## config.mk

```make
export PLATFORM = sky130hd
export DESIGN_NAME = iter_multiplier_flat
export DESIGN_NICKNAME = d
export VERILOG_FILES = /design/src/rtl/iter_multiplier_if.sv /design/src/rtl/iter_multiplier.sv /design/src/flat_wrapper.sv
export SDC_FILE = /design/constraint.sdc
export NUM_CORES = 1
export LEC_CHECK = 0
export CAP_MARGIN = 20
export CORE_ASPECT_RATIO = 1.75
export CORE_MARGIN = 2
export CORE_UTILIZATION = 45
export DETAILED_ROUTE_END_ITERATION = 6
export DONT_BUFFER_PORTS = 1
export GPL_TIMING_DRIVEN = 0
export HOLD_SLACK_MARGIN = 0.15
export PLACE_DENSITY_LB_ADDON = 0.08
export SLEW_MARGIN = 20
export SYNTH_ARGS = -nofsm -noshare
export SYNTH_HDL_FRONTEND = slang
export SYNTH_SLANG_ARGS = --single-unit
```

## constraint.sdc

```tcl
create_clock -name clk -period 10.3 [get_ports clk]
set_input_delay 2.06 -clock clk [delete_from_list [all_inputs] [get_ports clk]]
set_output_delay 2.06 -clock clk [all_outputs]
set_load 0.005 [all_outputs]
```

## src/rtl/iter_multiplier_if.sv

```systemverilog
// Handshake bundle for iter_multiplier.
//   master: the producer/consumer side (drives operands, modes and out_ready).
//   slave : the multiplier side (drives in_ready, busy, out_valid, product).
// Signals:
//   in_valid / in_ready   operand handshake
//   a, b                  multiplicand / multiplier, WIDTH bits
//   signed_a, signed_b    two's-complement interpretation of a / b
//   busy                  unit is not idle
//   out_valid / out_ready product handshake
//   product               2*WIDTH-bit registered result
// WIDTH must match the WIDTH of the iter_multiplier it is connected to.
interface iter_multiplier_if #(
  parameter int unsigned WIDTH = 16
);

  logic                   in_valid;
  logic                   in_ready;
  logic [WIDTH-1:0]       a;
  logic [WIDTH-1:0]       b;
  logic                   signed_a;
  logic                   signed_b;
  logic                   busy;
  logic                   out_valid;
  logic                   out_ready;
  logic [2*WIDTH-1:0]     product;

  modport master (
    output in_valid,
    output a,
    output b,
    output signed_a,
    output signed_b,
    output out_ready,
    input  in_ready,
    input  busy,
    input  out_valid,
    input  product
  );

  modport slave (
    input  in_valid,
    input  a,
    input  b,
    input  signed_a,
    input  signed_b,
    input  out_ready,
    output in_ready,
    output busy,
    output out_valid,
    output product
  );

endinterface

```

## src/rtl/iter_multiplier.sv

```systemverilog
// Iterative WIDTH x WIDTH -> 2*WIDTH integer multiplier with valid/ready on both sides.
// Operands are converted to sign + magnitude on accept; the magnitudes are multiplied
// STEP multiplier bits per cycle (N = WIDTH/STEP cycles) and the sign is applied on the
// final iteration. A zero operand skips the iterations and completes on the accept edge.
// Ports:
//   clk  - clock, all state on the rising edge
//   rst  - synchronous active-high reset, discards any in-flight operation
//   bus  - iter_multiplier_if slave modport (operand/product handshakes, busy)
// Constraints: WIDTH even and >= 4, WIDTH % STEP == 0.
module iter_multiplier #(
  parameter int unsigned WIDTH = 16,
  parameter int unsigned STEP  = 2
) (
  input logic                clk,
  input logic                rst,
  iter_multiplier_if.slave   bus
);

  localparam int unsigned N    = WIDTH / STEP;
  localparam int unsigned CntW = $clog2(N + 1);
  localparam int unsigned IdxW = (N > 1) ? $clog2(N) : 1;
  localparam int unsigned ShW  = $clog2(2 * WIDTH);

  typedef enum logic [1:0] {
    StIdle,
    StCalc,
    StDone
  } state_e;

  state_e               state_q, state_d;
  logic [WIDTH-1:0]     mag_a_q, mag_a_d;
  logic [WIDTH-1:0]     mag_b_q, mag_b_d;
  logic                 neg_q, neg_d;
  logic [2*WIDTH-1:0]   acc_q, acc_d;
  logic [CntW-1:0]      cnt_q, cnt_d;
  logic [IdxW-1:0]      idx_q, idx_d;
  logic [2*WIDTH-1:0]   product_q, product_d;

  logic                 neg_a;
  logic                 neg_b;
  logic [2*WIDTH-1:0]   pp;
  logic [2*WIDTH-1:0]   pp_shift;
  logic [2*WIDTH-1:0]   acc_next;
  logic [ShW-1:0]       shamt;

  assign neg_a = bus.signed_a & bus.a[WIDTH-1];
  assign neg_b = bus.signed_b & bus.b[WIDTH-1];

  // One radix-2^STEP digit of the multiplier times the full multiplicand, placed at the
  // digit's weight. The sum of all digits never exceeds 2*WIDTH bits.
  always_comb begin
    pp       = {{WIDTH{1'b0}}, mag_a_q} * {{(2*WIDTH-STEP){1'b0}}, mag_b_q[STEP-1:0]};
    shamt    = ShW'(idx_q) * ShW'(STEP);
    pp_shift = pp << shamt;
    acc_next = acc_q + pp_shift;
  end

  always_comb begin
    state_d   = state_q;
    mag_a_d   = mag_a_q;
    mag_b_d   = mag_b_q;
    neg_d     = neg_q;
    acc_d     = acc_q;
    cnt_d     = cnt_q;
    idx_d     = idx_q;
    product_d = product_q;

    unique case (state_q)
      StIdle: begin
        if (bus.in_valid) begin
          // -(-2^(WIDTH-1)) wraps back to 2^(WIDTH-1), which is the correct magnitude.
          mag_a_d = neg_a ? -bus.a : bus.a;
          mag_b_d = neg_b ? -bus.b : bus.b;
          neg_d   = neg_a ^ neg_b;
          acc_d   = '0;
          cnt_d   = CntW'(N);
          idx_d   = '0;
          if ((bus.a == '0) || (bus.b == '0)) begin
            product_d = '0;
            state_d   = StDone;
          end else begin
            state_d   = StCalc;
          end
        end
      end

      StCalc: begin
        acc_d   = acc_next;
        mag_b_d = mag_b_q >> STEP;
        idx_d   = idx_q + IdxW'(1);
        cnt_d   = cnt_q - CntW'(1);
        if (cnt_q == CntW'(1)) begin
          product_d = neg_q ? -acc_next : acc_next;
          state_d   = StDone;
        end
      end

      StDone: begin
        if (bus.out_ready) begin
          state_d = StIdle;
        end
      end

      default: begin
        state_d = StIdle;
      end
    endcase
  end

  always_ff @(posedge clk) begin
    if (rst) begin
      state_q   <= StIdle;
      mag_a_q   <= '0;
      mag_b_q   <= '0;
      neg_q     <= 1'b0;
      acc_q     <= '0;
      cnt_q     <= '0;
      idx_q     <= '0;
      product_q <= '0;
    end else begin
      state_q   <= state_d;
      mag_a_q   <= mag_a_d;
      mag_b_q   <= mag_b_d;
      neg_q     <= neg_d;
      acc_q     <= acc_d;
      cnt_q     <= cnt_d;
      idx_q     <= idx_d;
      product_q <= product_d;
    end
  end

  // Handshake outputs decode registered state only.
  assign bus.in_ready  = (state_q == StIdle);
  assign bus.busy      = (state_q != StIdle);
  assign bus.out_valid = (state_q == StDone);
  assign bus.product   = product_q;

endmodule

```

## src/flat_wrapper.sv

```systemverilog
// flat-port wrapper written by rule: the top's interface ports become plain ports
module iter_multiplier_flat 
#(
  parameter int unsigned WIDTH = 16,
  parameter int unsigned STEP  = 2
)
  (clk, rst, bus_in_valid, bus_a, bus_b, bus_signed_a, bus_signed_b, bus_out_ready, bus_in_ready, bus_busy, bus_out_valid, bus_product);
  iter_multiplier_if #(.WIDTH(WIDTH)) bus_i ();
  input logic clk;
  input logic rst;
  input wire logic [$bits(bus_i.in_valid)-1:0] bus_in_valid;
  input wire logic [$bits(bus_i.a)-1:0] bus_a;
  input wire logic [$bits(bus_i.b)-1:0] bus_b;
  input wire logic [$bits(bus_i.signed_a)-1:0] bus_signed_a;
  input wire logic [$bits(bus_i.signed_b)-1:0] bus_signed_b;
  input wire logic [$bits(bus_i.out_ready)-1:0] bus_out_ready;
  output wire logic [$bits(bus_i.in_ready)-1:0] bus_in_ready;
  output wire logic [$bits(bus_i.busy)-1:0] bus_busy;
  output wire logic [$bits(bus_i.out_valid)-1:0] bus_out_valid;
  output wire logic [$bits(bus_i.product)-1:0] bus_product;
  assign bus_i.in_valid = bus_in_valid;
  assign bus_i.a = bus_a;
  assign bus_i.b = bus_b;
  assign bus_i.signed_a = bus_signed_a;
  assign bus_i.signed_b = bus_signed_b;
  assign bus_i.out_ready = bus_out_ready;
  assign bus_in_ready = bus_i.in_ready;
  assign bus_busy = bus_i.busy;
  assign bus_out_valid = bus_i.out_valid;
  assign bus_product = bus_i.product;
  iter_multiplier #(.WIDTH(WIDTH), .STEP(STEP)) u_core (.clk(clk), .rst(rst), .bus(bus_i));
endmodule
```

## Word-level counts from Yosys, hierarchy flattened

Index checks and enable logic that the tools add are counted.

- Memories: 0
- Logic and storage cells: 56
- Bits in read-only memories: 0
- Latch bits: 0
- Flip-flop bits (word level): 106
- RAM bits: 0

- Reductions and logical operators: 10
- Div/mod/pow operators: 0
- Shift operators: 1
- Multiply operators: 1
- Magnitude comparators: 0
- Bitwise operators: 3
- Muxes and demuxes: 20
- $add $sub $neg: 6
- Eq/ne operators: 7

Operators by type and width:

| cell | count |
|---|---|
| 32-bit 2-to-1 mux | 5 |
| 32-bit one-hot mux with 2 select lines | 2 |
| 16-bit 2-to-1 mux | 3 |
| 32-bit adder | 1 |
| 16-bit zero test | 2 |
| 16-bit negator | 2 |
| 32-bit negator | 1 |
| 16-bit one-hot mux with 2 select lines | 1 |
| 18-bit by 4-bit << shifter with 32-bit output | 1 |
| 16-bit by 2-bit multiplier with 18-bit output | 1 |
| 2-bit 2-to-1 mux | 4 |
| 4-bit one-hot mux with 2 select lines | 1 |
| 2-bit one-hot mux with 3 select lines | 1 |
| 3-bit one-hot mux with 2 select lines | 1 |
| 4-bit by 1-bit == test with 1-bit output, second input constant | 1 |
| 4-bit 2-to-1 mux | 1 |
| 2-bit by 1-bit inequality test with 1-bit output, second input constant | 2 |
| 2-bit inequality test, second input constant | 2 |
| 2-bit AND reduction | 2 |
| 4-bit AND reduction | 1 |
| 2-bit nonzero test | 2 |
| 4-bit by 1-bit subtractor with 4-bit output, second input constant | 1 |
| 3-bit by 1-bit adder with 3-bit output, second input constant | 1 |
| 3-bit 2-to-1 mux | 1 |
| 7 further kinds | 8 |

## Depth between registers and ports, before layout

- Depth after elaboration: 7
- Mapped depth: 29

## Worst setup path after synthesis

No wires, ideal clock.

- Path type: register to register
- From: register u_core.mag_b_q[0]
- To: register u_core.product_q[30] (netlist: u_core.bus.product[30])
- Stages on the path, launching flop included: 28
- Clock period less this slack: 5.999 ns
- Arrival time: 5.883 ns
- Slack: 4.301 ns
- Path buffers: 4
- Library setup time: 0.117 ns
- Data required time: 10.183 ns
- Cell sequence: dfxtp_1 > clkbuf_1 > clkbuf_1 > nand2_1 > inv_1 > ha_1 > a21o_1 > a21oi_1 > o21ai_0 > nand2_1 > o2111ai_1 > a21oi_1 > xor2_1 > mux2i_1 > mux2_2 > mux2_2 > ha_1 > clkbuf_1 > and4_1 > clkbuf_1 > nand3_1 > o311a_1 > a211o_2 > xnor2_1 > or4_4 > o41ai_2 > xor2_1 > a22o_1

- Word-level cells in the longest chain between the ends: 7

RTL lines:

| element | line | text |
|---|---|---|
| start, declared | iter_multiplier.sv:32 | `logic [WIDTH-1:0] mag_b_q, mag_b_d;` |
| start signal, assigned | iter_multiplier.sv:123 | `mag_b_q <= mag_b_d;` |
| 16-bit by 2-bit multiplier with 18-bit output * | iter_multiplier.sv:52 | `pp = {{WIDTH{1'b0}}, mag_a_q} * {{(2*WIDTH-STEP){1'b0}}, mag_b_q[STEP-1:0]};` |
| 18-bit by 4-bit << shifter with 32-bit output * | iter_multiplier.sv:54 | `pp_shift = pp << shamt;` |
| 32-bit adder * | iter_multiplier.sv:55 | `acc_next = acc_q + pp_shift;` |
| 32-bit negator | iter_multiplier.sv:93 | `product_d = neg_q ? -acc_next : acc_next;` |
| 32-bit 2-to-1 mux * | iter_multiplier.sv:93 |  |
| 32-bit 2-to-1 mux * | iter_multiplier.sv:92 | `if (cnt_q == CntW'(1)) begin` |
| 32-bit one-hot mux with 2 select lines * | iter_multiplier.sv:68 | `unique case (state_q)` |
| end signal, assigned | iter_multiplier.sv:128 | `product_q <= product_d;` |
| end, declared | iter_multiplier.sv:37 | `logic [2*WIDTH-1:0] product_q, product_d;` |

Mark *: on every way between the ends. The rest lies on a longest branch, timed or not. The select of a mux whose other input is x is not followed.
A chain may end at the register's enable or synchronous reset.

## Worst setup path in the final report

- From: register u_core.mag_b_q[0]
- To: register u_core.product_q[31] (netlist: u_core.bus.product[31])

Same word-level chain as after synthesis.

==> summary.md <==
| Metric | Value |
|---|---|
| Top_reg_cell synth | dfxtp_1 |
| Post-Syn Area | 8820 sq um |
| Fillers | 1975 |
| Largest net degree at the start of global routing | 19 |
| Slew HR | 0.346 |
| Setup bufs post-CTS | 0 |
| CTS Buf Count | 9 |
| Placed Instance Area | 9140 sq um |
| Yosys warning count | 0 |
| Worst R2R Setup Slack | 3.04 ns |
| Status | finished clean |
| CTS tree | built |
| Placer Congestion | 0.970 |
| Worst EP required | 10.57 ns |
| Dpl cells | 1386 |
| Average size of a mapped cell | 7.71 sq um |
| Cells after Synth | 1145 |
| Post-Route WL | 28100 microns |
| EDFF count, synth | 0 |
| Finished Cell Area | 9450 sq um |
| Largest family of logic cells by synthesized area | compound AO/OA/AOI/OAI gates |
| Max Fclk | 138 MHz |
| Clock-pin slew of the registers on the worst-case setup and hold paths | 0.07 ns |
| Vias in the first global route | 8506 |
| CTS sink count | 106 |
| Unrepaired setup endpoints after global routing | no |
| Worst-case clock buffer depth | 2 |
| Most numerous cell in the Yosys netlist | nor2_1 |
| Synthesis-to-layout area growth | 7.15% |
| CTS resizes | 0 |
| Die width | 110 microns |
| Adder-Cell Fraction of Synth Area | 0.0783 |
| Initial antenna violation count | 0 |
| Post-Synth XOR/XNOR Area | 0.0874 |
| Total gr overflow | 0 |
| Critical Path Start Type | flop |
| Hold/Removal Path Class | reg2reg |
| Slew Limit Fails | 0 |
| Slowest-stage cell, CP | or4_4 |
| #FFs+latches synth | 106 |
| Final setup viols | 0 |
| Final period util | 0.705 |
| Max IR drop VDD | 0.000124 V |
| Cell taking the most area after synthesis | dfxtp_1 |
| PD cells | 167 nW/um^2 |
| DR iter-0 viols | 606 |
| Crit end category | flop |
| Global-route wire length before repair | 44600 microns |
| Post-synth top area share | 0.240 |
| Average wire per standard cell | 20.0 microns |
| Largest cells by area after synthesis | dfxtp_1 (24%), ha_1 (7.4%), nor2_1 (6.2%) |
| Leak | 3.73 nW |
| Num ports | 73 |
| Share of cells above drive strength 1 | 0.0612 |
| Cell variety after synth | 82 |
| Seq/Total Area, Yosys | 0.240 |
| CP arrival | 7.53 ns |
| Initial core utilization | 0.460 |
| Vias per inst | 6.06 |
| Site row count | 67 |
| Post-layout minimum cycle time | 7.26 ns |
| GR Util All Layers | 0.278 |
| Core area | 19200 sq um |
| H-tree levels | 3 |
| Max-cap violations | 0 |
| Clock Latency Late Sink | 0.37 ns |
| Die footprint | 20800 sq um |
| Final Non-Filler Cells | 1402 |
| CP peak stage delay | 0.57 ns |
| Post-synth ARST share | 0 |
| WP buf/inv | 5 |
| # diodes | 0 |
| I/O Buffers | 0 |
| Hold buffer count at CTS | 0 |
| Hold Fails Final Rpt | 0 |
| Family with the most delay on the worst path | compound AO/OA/AOI/OAI gates |
| Worst Clk Skew | 0.00809 ns |
| Setup_tns | 0 ns |
| Worst Hold Launch | u_core.bus.product[3]$_SDFFE_PP0P_ |
| Drc violations | 0 |
| R2r startpoint | u_core.mag_b_q[0]$_SDFFE_PP0P_ |
| Final HPWL DP | 22800 microns |
| Root Buffer | clkbuf_16 |
| Most frequent cells after synthesis | nor2_1 (145), dfxtp_1 (106), nand2_1 (90) |
| Via count | 8502 |
| Worst Path Max Fanout | 10 |
| Mux cell area share after synthesis | 0.0319 |
| Worst-Margin Slew | 0.975 ns |
| Antenna viol nets, final | 0 |
| CP Class | reg2reg |
| Crit. Startpoint | u_core.mag_b_q[0]$_SDFFE_PP0P_ |
| Die Span Y | 189 microns |
| Synth Area in Compound Gates | 0.280 |
| Synth Net Count | 1237 |
| Post-Synth Simple-Gate Area | 0.233 |
| DRT Pass-1 Iters | 5 |
| Nets@finish | 1248 |
| Cell repeated most along the worst path | clkbuf_1 |
## through the flow
step,power (mW),hold WS [ns],utilization,setup slack [ns]
after floorplan,1.01,0.441,-,4.30
after global placement,1.20,0.467,0.475,3.09
after detailed placement,1.21,0.472,0.476,3.01
after CTS,1.58,0.482,0.492,2.99
after global routing,1.68,0.491,0.492,2.47
final,1.58,0.474,0.492,3.04
## kinds of logic after synthesis
kind of cell	Yosys count
fa+ha+maj	54
flops	106
buf+inv	106
mux	27
simple gates	416
xor+xnor	88
compound gates	348
## worst min-delay path, cell delays in order, from the launching register on
cell and delay (ns):
dfxtp_1 0.33, nand2_1 0.06, a21oi_1 0.05
## sequential cells by signal (all words and copies together), names as in the netlist
register / flops
u_core.mag_a_q: 16
u_core.state_q: 2
u_core.mag_b_q: 16
u_core.cnt_q: 4
u_core.idx_q: 3
u_core.neg_q: 1
u_core.bus.product: 32
u_core.acc_q: 32
## where the power goes
part	total, mW	internal (mW)	switching (mW)
clock	0.375	0.198	0.176
combinational	0.719	0.248	0.472
sequential	0.483	0.450	0.0329
total	1.58	0.897	0.681
## routing by layer
metal	vias to the layer above	track usage	part of all wire	routed length, microns
li1	4215	-	-	-
met1	3981	0.286	0.37	10300
met2	230	0.525	0.55	15400
met3	76	0.0355	0.033	941
met4	0	0.149	0.054	1520
met5	-	0	0	0
## cells in the final DEF (no fill, tap or decap), drive strengths merged, types with 9 or more instances in the layout
master	count
a211oi	22
nor3	24
a222oi	13
a21o	17
o31ai	13
xor2	29
nor4	10
buf	18
nand2b	15
a22o	15
nand3	31
o21ai	62
xnor2	59
dfxtp	106
nand2	91
nor2	145
o41ai	10
and2	40
a311oi	9
inv	30
o211ai	9
clkbuf	70
a22oi	46
mux2i	18
a21oi	71
ha	52
a31oi	10
mux2	9
## area by class of cell
| cell class | count | area [sq um] | share of cell area |
|---|---|---|---|
| Buffer | 78 | 324 | 0.0343 |
| Clock buffer | 10 | 239 | 0.0253 |
| Clock inverter | 6 | 73.8 | 0.00781 |
| Sequential cell | 106 | 2120 | 0.224 |
| Inverter | 28 | 105 | 0.0111 |
| Tap cell | 241 | 302 | 0.0319 |
| Multi-Input combinational cell | 933 | 6290 | 0.665 |
## final timing paths
path / endpoint / cells past startpoint
hold / removal: u_core.bus.product[3]$_SDFFE_PP0P_ / 2
setup reg to reg: u_core.bus.product[31]$_SDFFE_PP0P_ / 27
setup / recovery: u_core.bus.product[31]$_SDFFE_PP0P_ / 27
hold reg to reg: u_core.bus.product[3]$_SDFFE_PP0P_ / 2
No activity file was read; power rests on OpenSTA's default activity.
